### config.mk
export PLATFORM = sky130hd
export DESIGN_NAME = fb_pixel_writer
export DESIGN_NICKNAME = d
export VERILOG_FILES = /design/src/rtl/fb_pixel_writer.sv
export SDC_FILE = /design/constraint.sdc
export NUM_CORES = 1
export LEC_CHECK = 0
export ABC_AREA = 1
export BUFFER_PORTS_ARGS = -buffer_cell sky130_fd_sc_hd__buf_4
export CAP_MARGIN = 10
export CORE_ASPECT_RATIO = 1.2
export CORE_UTILIZATION = 29
export CTS_CLUSTER_SIZE = 8
export DETAILED_ROUTE_END_ITERATION = 6
export PLACE_DENSITY = 0.48
export SETUP_SLACK_MARGIN = 0.4
export SYNTH_ARGS = -nofsm -noshare
export SYNTH_HDL_FRONTEND = slang
export SYNTH_SLANG_ARGS = --single-unit
### constraint.sdc
create_clock -name clk -period 2.65 [get_ports clk]
set_input_delay 0.53 -clock clk [delete_from_list [all_inputs] [get_ports clk]]
set_output_delay 0.53 -clock clk [all_outputs]
set_load 0.005 [all_outputs]
### src/rtl/fb_pixel_writer.sv
// Queues rasterizer pixel addresses and drains them to the frame-buffer SRAM over a req/ack handshake.
// Latency: a push into an empty idle FIFO reaches sram_we two edges later. Backpressure: registered stop with SLACK entries in hand.
module fb_pixel_writer #(
  parameter int ADDR_W   = 19,
  parameter int COLOR_W  = 8,
  parameter int DEPTH    = 8,
  parameter int SLACK    = 2,
  parameter int MAX_ADDR = 307199
) (
  input  logic               clk,
  input  logic               rst,
  input  logic               pix_valid,
  input  logic [ADDR_W-1:0]  pix_addr,
  input  logic [COLOR_W-1:0] pix_color,
  input  logic               prim_done,
  output logic               stop,
  output logic               sram_we,
  output logic [ADDR_W-1:0]  sram_addr,
  output logic [COLOR_W-1:0] sram_data,
  input  logic               sram_ack,
  output logic               frame_done,
  output logic               busy,
  output logic               overflow,
  output logic               oob_drop
);

  localparam int PTR_W = $clog2(DEPTH);
  localparam int CNT_W = PTR_W + 1;
  localparam logic [CNT_W-1:0]  FULL_CNT = CNT_W'(DEPTH);
  localparam logic [CNT_W-1:0]  STOP_CNT = CNT_W'(DEPTH - SLACK);
  localparam logic [ADDR_W-1:0] MAX_A    = ADDR_W'(MAX_ADDR);

  typedef enum logic {IDLE, WRITE} state_t;

  typedef struct packed {
    logic [COLOR_W-1:0] color;
    logic [ADDR_W-1:0]  addr;
  } pix_t;

  state_t             state, state_nxt;
  pix_t               mem [DEPTH];
  pix_t               head;
  logic [PTR_W-1:0]   wr_ptr, rd_ptr;
  logic [CNT_W-1:0]   count, count_nxt;
  logic               fifo_ne, in_range, push, pop;
  logic               oob_hit, ovf_hit, fire;
  logic               pending_done;

  assign fifo_ne  = (count != '0);
  assign in_range = (pix_addr <= MAX_A);
  assign head     = mem[rd_ptr];

  // A pop frees a slot in the same cycle, so a full FIFO still accepts a push alongside it.
  assign push    = pix_valid && in_range && ((count < FULL_CNT) || pop);
  assign oob_hit = pix_valid && !in_range;
  assign ovf_hit = pix_valid && in_range && !push;
  assign fire    = pending_done && !fifo_ne && (state == IDLE) && !push;
  assign busy    = fifo_ne || (state == WRITE) || pending_done;

  always_comb begin
    count_nxt = count;
    case ({push, pop})
      2'b10:   count_nxt = count + CNT_W'(1);
      2'b01:   count_nxt = count - CNT_W'(1);
      default: count_nxt = count;
    endcase
  end

  always_ff @(posedge clk) begin
    if (rst) state <= IDLE;
    else     state <= state_nxt;
  end

  always_comb begin
    state_nxt = state;
    case (state)
      IDLE:    if (fifo_ne) state_nxt = WRITE;
      WRITE:   if (sram_ack && !fifo_ne) state_nxt = IDLE;
      default: state_nxt = IDLE;
    endcase
  end

  always_comb begin
    pop     = 1'b0;
    sram_we = 1'b0;
    case (state)
      IDLE:    pop = fifo_ne;
      WRITE: begin
        sram_we = 1'b1;
        pop     = fifo_ne && sram_ack;
      end
      default: pop = 1'b0;
    endcase
  end

  always_ff @(posedge clk) begin
    if (push) mem[wr_ptr] <= '{color: pix_color, addr: pix_addr};
  end

  always_ff @(posedge clk) begin
    if (rst) begin
      wr_ptr       <= '0;
      rd_ptr       <= '0;
      count        <= '0;
      stop         <= 1'b0;
      sram_addr    <= '0;
      sram_data    <= '0;
      pending_done <= 1'b0;
      frame_done   <= 1'b0;
      overflow     <= 1'b0;
      oob_drop     <= 1'b0;
    end else begin
      if (push) wr_ptr <= wr_ptr + PTR_W'(1);
      if (pop) begin
        rd_ptr    <= rd_ptr + PTR_W'(1);
        sram_addr <= head.addr;
        sram_data <= head.color;
      end
      count        <= count_nxt;
      stop         <= (count_nxt >= STOP_CNT);
      frame_done   <= fire;
      // A new prim_done in the firing cycle belongs to the next primitive, so it wins.
      pending_done <= (pending_done && !fire) || prim_done;
      if (ovf_hit) overflow <= 1'b1;
      if (oob_hit) oob_drop <= 1'b1;
    end
  end

endmodule
==> results.sh, run 1 <==
export IMPL_status="complete, no violations"
export IMPL_crit_start="pix_addr[13]"
export IMPL_final_antenna_net_count=0
export IMPL_rows=73
export IMPL_grt_antenna_before_repair=1
export IMPL_critPathKind="in2reg"
export IMPL_ir_drop_mv=0.463
export IMPL_syn_area_per_cell_um2=12.6
export IMPL_grt_use_total_pct=14.0
export IMPL_power_leakage_nw=4.23
export IMPL_synth_nets=829
export IMPL_crit_fanout=9
export IMPL_worstMarginPinSlew_ns=0.563
export IMPL_synthToLayoutAreaGrowth_pct=24.6
export IMPL_timing_fmax_ghz=0.481
export IMPL_final_area_um2=12400
export IMPL_drc=0
export IMPL_cp_slowest_stage_delay_ns=0.27
export IMPL_cts_made_buffers=38
export IMPL_core_area_um2=33400
export IMPL_cp_slowest_cell="or2_2"
export IMPL_vias=6370
export IMPL_max_slew_margin_pct=62.4
export IMPL_drv_slew=0
export IMPL_placed_area_um2=11200
export IMPL_tns_ns=0
export IMPL_syn_area_um2=9950
export IMPL_critical_path_required_ns=3.10
export IMPL_htreeDepth=2
export IMPL_ys_seq_area_share_pct=73.8
export IMPL_ys_warnings_count=0
export IMPL_ios=65
export IMPL_grt_max_degree=110
export IMPL_synth_seq_cells=259
export IMPL_avgViaCountPerCell=4.68
export IMPL_drive_gt1_share_pct=18.7
export IMPL_diodes=0
export IMPL_cp_start_kind="input port"
export IMPL_drv_cap=0
export IMPL_die_width_um=171
export IMPL_drt_pass1_iterations=6
export IMPL_cts_sinks=259
export IMPL_die_area_um2=35100
export IMPL_timing_final_hold_violations=0
export IMPL_arrival_ns=2.53
export IMPL_hpwlAfterDp_um=13300
export IMPL_cts_tree="done"
export IMPL_hold_path_class="in2reg"
export IMPL_cts_root_buf="clkbuf_16"
export IMPL_clock_latency_ns=0.52
export IMPL_wl_per_cell_um=17.5
export IMPL_grt_pass1_vias=6346
export IMPL_period_share_pct=78.4
export IMPL_fp_dieH_um=205
export IMPL_gp_congestion=0.765
export IMPL_grt_pass1_wl_um=36900
export IMPL_crit_chain="buf_4 > nand2_1 > nand2_1 > nand2_1 > nand2_1 > nand2_1 > nand3_4 > ha_4 > nand2_1 > inv_1 > nor2_4 > ha_2 > a21oi_1 > xor2_1 > nand2_1 > nand2_1 > or2_2 > nand2_1"
export IMPL_clk_pin_slew_ns=0.05
export IMPL_cts_path_max_buffers=3
export IMPL_first_iter_violations=342
export IMPL_min_period_ns=2.08
export IMPL_finalSetupViolCount=0
export IMPL_clock_skew_ns=0.0155
export IMPL_synth_cell_types=31
export IMPL_ctsHoldBuffers=0
export IMPL_timing_rr_start="count[2]$_SDFF_PP0_"
export IMPL_crit_top_cell="nand2_1"
export IMPL_hp_start="pix_addr[1]"
export IMPL_power_density_nw_per_um2=1070
export IMPL_drt_wl_total_um=23800
export IMPL_rsz0062_at_grt="false"
export IMPL_io_buffers=64
export IMPL_overflow=0
export IMPL_start_util_pct=29.8
export IMPL_netlist_instances=792
export IMPL_fin_nets=917
export IMPL_holdWs_ns=0.247
export IMPL_endpoint_kind="flip-flop"
[flip-flops by register name, summed over array words and instances (netlist names)]
register,count
frame_done,1
pending_done,1
count,4
sram_addr,19
state,1
oob_drop,1
overflow,1
mem,216
stop,1
rd_ptr,3
sram_data,8
wr_ptr,3
[stage by stage]
step / setup WS, ns / total power, mW / cells / util, %
floorplan: 0.0666 / 7.47 / 792 / -
global placement: 0.0409 / 8.74 / 1287 / 33.5
detailed placement: 0.00324 / 8.77 / 1287 / 33.5
CTS: 0.402 / 13.4 / 1357 / 36.9
global route: 0.397 / 14.1 / 1360 / 37.1
finish: 0.573 / 13.2 / 1360 / 37.1
[cells in the mapped netlist]
master    count  share of area [%]
a21oi_1      35                1.8
a21oi_2       1              0.088
a31oi_1       1              0.063
a41oi_1       1              0.088
buf_1         4               0.15
buf_2        19               0.96
buf_6         5               0.57
clkbuf_1     21               0.79
clkbuf_2      1              0.050
dfxtp_1      43                8.6
edfxtp_1    216                 65
ha_1          5               0.63
inv_1        17               0.64
inv_2         3               0.11
mux2i_1       1               0.10
nand2_1      26               0.98
nand2_2       2               0.13
nand2_4       1               0.11
nand3_1       5               0.25
nand3_4       1               0.18
nand4_1       3               0.19
nor2_1      153                5.8
nor2_2        1              0.063
nor3_1        2               0.10
o211ai_1     27                2.0
o21ai_0     145                7.3
o21ai_1      23                1.2
o22ai_1      27                1.7
or2_2         1              0.063
or2_4         1              0.088
xor2_1        1              0.088
[worst paths after layout]
path / to / slack, ns / depth (start not counted)
setup reg to reg: stop$_SDFF_PP0_ / 0.57 / 16
hold / removal: mem[3][1]$_DFFE_PP_ / 0.25 / 1
setup / recovery: stop$_SDFF_PP0_ / 0.57 / 18
hold reg to reg: count[0]$_SDFF_PP0_ / 0.46 / 1
[layer usage]
metal	track usage [%]	up-vias	share of wire, %
met2	24.0	120	49
met4	4.59	0	2.2
li1	-	3078	-
met1	17.7	3124	44
met3	2.53	48	4.2
met5	0	-	0
[final cells by class]
cell class              instances  area (um^2)
clock buffers                  67         1080
clock inverters                 3         62.6
fillers                      3276        21000
inverters                      20         75.1
multi-input cells             463         2380
flip-flops and latches        259         7360
well taps                     450          563
repair buffers                 98          873
[what timing repair did]
action / in CTS / in global routing
gates cloned: 0 / 0
buffers inserted: 0 / 3
pin swaps: 0 / 1
gates resized for setup: 1 / 10
endpoints found under the setup margin: 1 / 1
[critical path, delay by kind of cell]
family	cells	cell delay [ns]
compound gates	1	0.04
xor+xnor	1	0.16
fa+ha+maj	2	0.36
buf+inv	2	0.20
simple gates	12	1.21
[layout by cell type (no fill, tap or decap), types with 5 or more instances in the layout]
cell type    n
a21oi_1     35
nand3_1      5
o21ai_0    145
o211ai_1    27
clkbuf_1    28
buf_12      11
nor2_1     143
edfxtp_1   216
inv_1       17
dfxtp_1     37
clkbuf_16   39
buf_4       87
o22ai_1     27
nor2_4      11
o21ai_1     23
nand2_1     25
[kinds of logic after synthesis]
family	Yosys count	share of synthesized area (%)
AO/OA/AOI/OAI	260	14.2
XOR/XNOR	1	0.0880
adder cells (fa/ha/maj)	5	0.629
buffers and inverters	70	3.27
flip-flops	259	73.8
multiplexers	1	0.101
AND/OR/NAND/NOR	196	7.92
[where the power goes]
| part | total (mW) | internal, mW | switching, mW |
|---|---|---|---|
| registers | 5.03 | 4.80 | 0.227 |
| logic | 3.67 | 1.39 | 2.28 |
| clock network | 4.55 | 2.85 | 1.70 |
No activity file was read; power rests on OpenSTA's default activity.
==> run 2: changes to the inputs <==
--- a/config.mk
+++ b/config.mk
@@ -12,7 +12,7 @@
 export CORE_UTILIZATION = 29
 export CTS_CLUSTER_SIZE = 8
 export DETAILED_ROUTE_END_ITERATION = 6
-export PLACE_DENSITY = 0.48
+export PLACE_DENSITY = 0.46
 export SETUP_SLACK_MARGIN = 0.4
 export SYNTH_ARGS = -nofsm -noshare
 export SYNTH_HDL_FRONTEND = slang
==> constraint.sdc (replaced) <==
create_clock -name clk -period 2.1 [get_ports clk]
set_input_delay 0.42 -clock clk [delete_from_list [all_inputs] [get_ports clk]]
set_output_delay 0.42 -clock clk [all_outputs]
set_load 0.005 [all_outputs]
==> run 2 against run 1 <==
Against the previous run:
- first-iteration DRC count is 24% higher
- largest cell class unchanged
- global-route usage is 0.68 points higher
- sequential share of layout area is 3.6 points lower
- critical path type is now reg2out
- sequential cell count stayed put
- clock skew is 0.0041 ns lower
- wire length is 7.6% higher
- register-to-register slack worse by 0.37 ns
- largest power group unchanged
==> results.sh, run 2 (synthesis results as in run 1) <==
export IMPL_r2r_slack_ns=0.20
export IMPL_status="complete, no violations"
export IMPL_placed_cells=1304
export IMPL_cts_root_buf="clkbuf_16"
export IMPL_die_width_um=171
export IMPL_rr_worst_depth=10
export IMPL_wl_per_cell_um=18.3
export IMPL_arrival_ns=1.49
export IMPL_diodes=0
export IMPL_vias=6535
export IMPL_die_area_um2=35100
export IMPL_ctsHoldBuffers=0
export IMPL_power_leakage_nw=4.58
export IMPL_grt_max_degree=82
export IMPL_final_antenna_net_count=0
export IMPL_gp_congestion=0.729
export IMPL_max_slew_margin_pct=72.9
export IMPL_crit_fanout=2
export IMPL_drv_cap=0
export IMPL_grt_use_total_pct=14.7
export IMPL_grt_pass1_vias=6381
export IMPL_utilization_pct=39.5
export IMPL_hold_path_class="in2reg"
export IMPL_timing_final_hold_violations=0
export IMPL_cts_made_buffers=38
export IMPL_rsz0062_at_grt="true"
export IMPL_critical_path_required_ns=1.68
export IMPL_overflow=0
export IMPL_avgViaCountPerCell=4.66
export IMPL_hpwlAfterDp_um=14500
export IMPL_rows=73
export IMPL_ios=65
export IMPL_regMostFlops="mem"
export IMPL_regToRegEndpoint="mem[0][0]$_DFFE_PP_"
export IMPL_htreeDepth=2
export IMPL_top_regs="mem: 216 flops, sram_addr: 19 flops, sram_data: 8 flops"
export IMPL_finalSetupViolCount=0
export IMPL_cts_sinks=259
export IMPL_drive_gt1_share_pct=24.2
export IMPL_layout_commonest_cell="edfxtp_1"
export IMPL_drt_wl_total_um=25600
export IMPL_crit_start="count[3]$_SDFF_PP0_"
export IMPL_core_area_um2=33400
export IMPL_hp_start="rst"
export IMPL_drv_slew=0
export IMPL_first_iter_violations=424
export IMPL_largest_reg_flops=216
export IMPL_finalNonFillerCells=1402
export IMPL_min_period_ns=1.91
export IMPL_cp_start_kind="flip-flop"
export IMPL_clk_pin_slew_ns=0.05
export IMPL_clock_skew_ns=0.0114
export IMPL_layout_common_cells="edfxtp_1 (216), o21ai_0 (145), nor2_1 (141), buf_4 (95), clkbuf_16 (42)"
export IMPL_timing_fmax_ghz=0.523
export IMPL_grt_pass1_wl_um=38300
export IMPL_period_share_pct=91.1
export IMPL_clock_latency_ns=0.50
export IMPL_ir_drop_mv=0.540
export IMPL_critPathKind="reg2out"
export IMPL_endpoint_kind="output pin"
export IMPL_fp_dieH_um=205
export IMPL_worstMarginPinSlew_ns=0.405
export IMPL_timing_rr_start="count[3]$_SDFF_PP0_"
export IMPL_endpoint="busy"
export IMPL_synthToLayoutAreaGrowth_pct=32.5
export IMPL_cts_path_max_buffers=3
export IMPL_start_util_pct=29.8
export IMPL_power_density_nw_per_um2=1300
export IMPL_drc=0
export IMPL_fin_total_pwr_mw=17.2
export IMPL_cts_tree="done"
export IMPL_fin_nets=963
export IMPL_grt_antenna_before_repair=0
export IMPL_drt_pass1_iterations=4
export IMPL_io_buffers=64
## run 2: worst min-delay path by stage
stage	to	slack [ns]	cells past startpoint
finish	wr_ptr[0]$_SDFFE_PP0P_	0.16	2
global route	mem[3][25]$_DFFE_PP_	0.14	1
CTS	mem[3][25]$_DFFE_PP_	0.14	1
detailed placement	pending_done$_SDFF_PP0_	0.46	2
global placement	pending_done$_SDFF_PP0_	0.45	2
floorplan	pending_done$_SDFF_PP0_	0.44	2
## run 2: timing repair
item / CTS / global route
setup endpoints to repair: 214 / 222
buffers inserted: 18 / 4
gates resized for setup: 21 / 23
pin swaps: 7 / 8
gates cloned: 6 / 4
## run 2: report_power, final
part	switching (mW)	leakage, nW	internal [mW]
clock	2.09	0.525	3.46
sequential	0.229	2.31	6.06
combinational	3.15	1.74	2.18
total	5.47	4.58	11.7
## run 2: layout make-up
class	instances	area [um^2]
fillers	3210	20200
flip-flops and latches	259	7360
multi-input cells	463	2470
repair buffers	144	1630
clock buffers	64	1080
well taps	450	563
inverters	20	75.1
clock inverters	2	13.8
## run 2: metrics by stage
| step | area [um^2] | setup WS (ns) | hold slack, ns | setup TNS (ns) |
|---|---|---|---|---|
| detailed placement | 11500 | -0.210 | 0.461 | -17.15 |
| finish | 13200 | 0.187 | 0.156 | 0 |
| global placement | 11500 | -0.183 | 0.453 | -14.66 |
| floorplan | 10100 | 0.0699 | 0.439 | 0 |
| CTS | 13000 | 0.196 | 0.136 | 0 |
| global route | 13200 | 0.0700 | 0.142 | 0 |
## run 2: critical path, cell delays in order (launching register included)
cell	delay [ns]
dfxtp_2	0.33
nor2_4	0.11
nand2_2	0.08
buf_4	0.14
buf_6	0.11
nor2_4	0.06
nand2_1	0.05
buf_4	0.13
## run 2: routing by layer
| metal | vias up | routed length (um) | global-route usage, % |
|---|---|---|---|
| met5 | - | 0 | 0 |
| met4 | 0 | 507 | 4.72 |
| met3 | 36 | 966 | 2.24 |
| met2 | 123 | 12800 | 24.7 |
| met1 | 3198 | 11300 | 19.2 |
| li1 | 3178 | - | - |
==> run 3: changes to the inputs <==
--- a/config.mk
+++ b/config.mk
@@ -10,6 +10,7 @@
 export CAP_MARGIN = 10
 export CORE_ASPECT_RATIO = 1.2
 export CORE_UTILIZATION = 29
+export CTS_BUF_LIST = sky130_fd_sc_hd__clkbuf_8
 export CTS_CLUSTER_SIZE = 8
 export DETAILED_ROUTE_END_ITERATION = 6
 export PLACE_DENSITY = 0.46
==> run 3 against run 2 <==
Against the previous run:
- worst hold slack got worse by 0.066 ns
- non-clock buffer count shrank 3
- sequential share of layout area is 1.5 points higher
- sequential cell count stayed put
- sequential power is essentially flat
==> results.sh, run 3 (synthesis results as in run 1) <==
export IMPL_final_area_um2=12800
export IMPL_place_ws_ns=-0.210
export IMPL_start_util_pct=29.8
export IMPL_worstMarginPinSlew_ns=0.399
export IMPL_arrival_ns=2.34
export IMPL_multi_input_area_um2=2440
export IMPL_drive_gt1_share_pct=24.4
export IMPL_fin_nets=966
export IMPL_min_path_cells=1
export IMPL_crit_chain="nor2_4 > nand2_2 > nand2_4 > nand2_4 > nand3_4 > ha_4 > nand2_4 > inv_2 > nor2_4 > ha_4 > a21oi_2 > xor2_1 > nand2_1 > nand2_1 > or2_4 > nand2_1"
export IMPL_diodes=0
export IMPL_cp_slowest_stage_delay_ns=0.33
export IMPL_die_area_um2=35100
export IMPL_nFillCells=3256
export IMPL_regArea_um2=7360
export IMPL_hpwlAfterDp_um=14500
export IMPL_regMostFlops="mem"
export IMPL_io_buffers=64
export IMPL_endpoint_kind="flip-flop"
export IMPL_grt_pass1_wl_um=38500
export IMPL_layout_commonest_cell="edfxtp_1"
export IMPL_timing_fmax_ghz=0.527
export IMPL_hold_path_class="in2reg"
export IMPL_grt_max_degree=82
export IMPL_cp_start_kind="flip-flop"
export IMPL_die_width_um=171
export IMPL_rr_worst_depth=16
export IMPL_status="complete, no violations"
export IMPL_synthToLayoutAreaGrowth_pct=29.0
export IMPL_avgViaCountPerCell=4.64
export IMPL_drv_cap=0
export IMPL_cp_slowest_cell="dfxtp_2"
export IMPL_power_density_nw_per_um2=1220
export IMPL_drt_pass1_iterations=4
export IMPL_max_slew_margin_pct=73.4
export IMPL_placed_area_um2=11500
export IMPL_wl_per_cell_um=18.1
export IMPL_cts_made_buffers=44
export IMPL_drc=0
export IMPL_overflow=0
export IMPL_min_period_ns=1.90
export IMPL_core_area_um2=33400
export IMPL_largest_reg_flops=216
export IMPL_period_share_pct=90.4
export IMPL_final_antenna_net_count=0
export IMPL_critPathKind="reg2reg"
export IMPL_critical_path_required_ns=2.54
export IMPL_crit_fanout=4
export IMPL_drt_wl_total_um=25600
export IMPL_timing_final_hold_violations=0
export IMPL_grt_antenna_before_repair=0
export IMPL_ir_drop_mv=0.594
export IMPL_rsz0062_at_grt="true"
export IMPL_grt_use_total_pct=14.8
export IMPL_clock_latency_ns=0.56
export IMPL_cts_root_buf="clkbuf_8"
export IMPL_clk_pin_slew_ns=0.06
export IMPL_cts_tree="done"
export IMPL_power_leakage_nw=4.51
export IMPL_first_iter_violations=485
export IMPL_fin_total_pwr_mw=15.7
export IMPL_worst_slack_ns=0.201
export IMPL_cts_sinks=259
export IMPL_ctsHoldBuffers=0
export IMPL_gp_congestion=0.729
export IMPL_finalSetupViolCount=0
export IMPL_drv_slew=0
export IMPL_htreeDepth=2
export IMPL_fp_dieH_um=205
export IMPL_cts_path_max_buffers=3
export IMPL_vias=6539
export IMPL_rows=73
export IMPL_layout_common_cells="edfxtp_1 (216), o21ai_0 (145), nor2_1 (141), buf_4 (95), clkbuf_8 (50)"
export IMPL_ios=65
export IMPL_clock_skew_ns=0.0212
export IMPL_top_regs="mem: 216 flops, sram_addr: 19 flops, sram_data: 8 flops"
export IMPL_grt_pass1_vias=6438
## run 3: cell count changes in the layout (fill, tap and decap cells not counted), sizes merged
cell,previous run,this run
inv,21,41
clkbuf,67,52
clkinv,1,4
buf,141,139
clkinvlp,0,2
## run 3: critical path, delay by kind of cell (launching register included)
family | cells | cell delay [ns]
flops | 1 | 0.33
fa+ha+maj | 2 | 0.32
xor+xnor | 1 | 0.16
buf+inv | 1 | 0.06
compound gates | 1 | 0.10
simple gates | 11 | 0.80
## run 3: through the flow
stage                     hold WS (ns)  instances  util, %  TNS [ns]
after floorplan                  0.439        792        -         0
after global placement           0.453       1304     34.3    -14.66
after detailed placement         0.461       1304     34.3    -17.15
after CTS                       0.0569       1403     37.9         0
after global routing            0.0656       1410     38.4         0
final                           0.0902       1410     38.4         0
## run 3: worst paths after layout
path                                   to                     from  slack [ns]
hold reg to reg   pending_done$_SDFF_PP0_  pending_done$_SDFF_PP0_        0.46
setup reg to reg          stop$_SDFF_PP0_      count[0]$_SDFF_PP0_        0.20
hold / removal       mem[5][25]$_DFFE_PP_             pix_color[6]        0.09
setup / recovery          stop$_SDFF_PP0_      count[0]$_SDFF_PP0_        0.20
## run 3: area by class of cell
type	count	share of cell area (%)
clock buffer	50	5.36
clock inverter	27	0.848
inverter	20	0.585
multi-input combinational	463	19.0
sequential	259	57.3
tap	450	4.39
timing repair buffer	141	12.5
## run 3: power by group
group,internal (mW),total [mW],leakage [nW],switching (mW)
logic,2.13,5.27,1.72,3.14
clock network,2.15,4.10,0.478,1.95
registers,6.05,6.28,2.31,0.228
total,10.3,15.7,4.51,5.32
## run 3: what timing repair did
item | in CTS | in global routing
setup endpoints to repair | 212 | 222
gates cloned | 6 | 2
gates resized for setup | 20 | 13
setup buffers | 16 | 5
pin swaps | 7 | 6
hold endpoints to repair | 0 | 0
## run 3: layer usage
metal	global-route usage, %	wire length (um)	up-vias
met5	0	0	-
met4	4.72	493	0
met3	2.49	822	40
met2	24.6	12600	109
met1	19.5	11700	3212
li1	-	-	3178
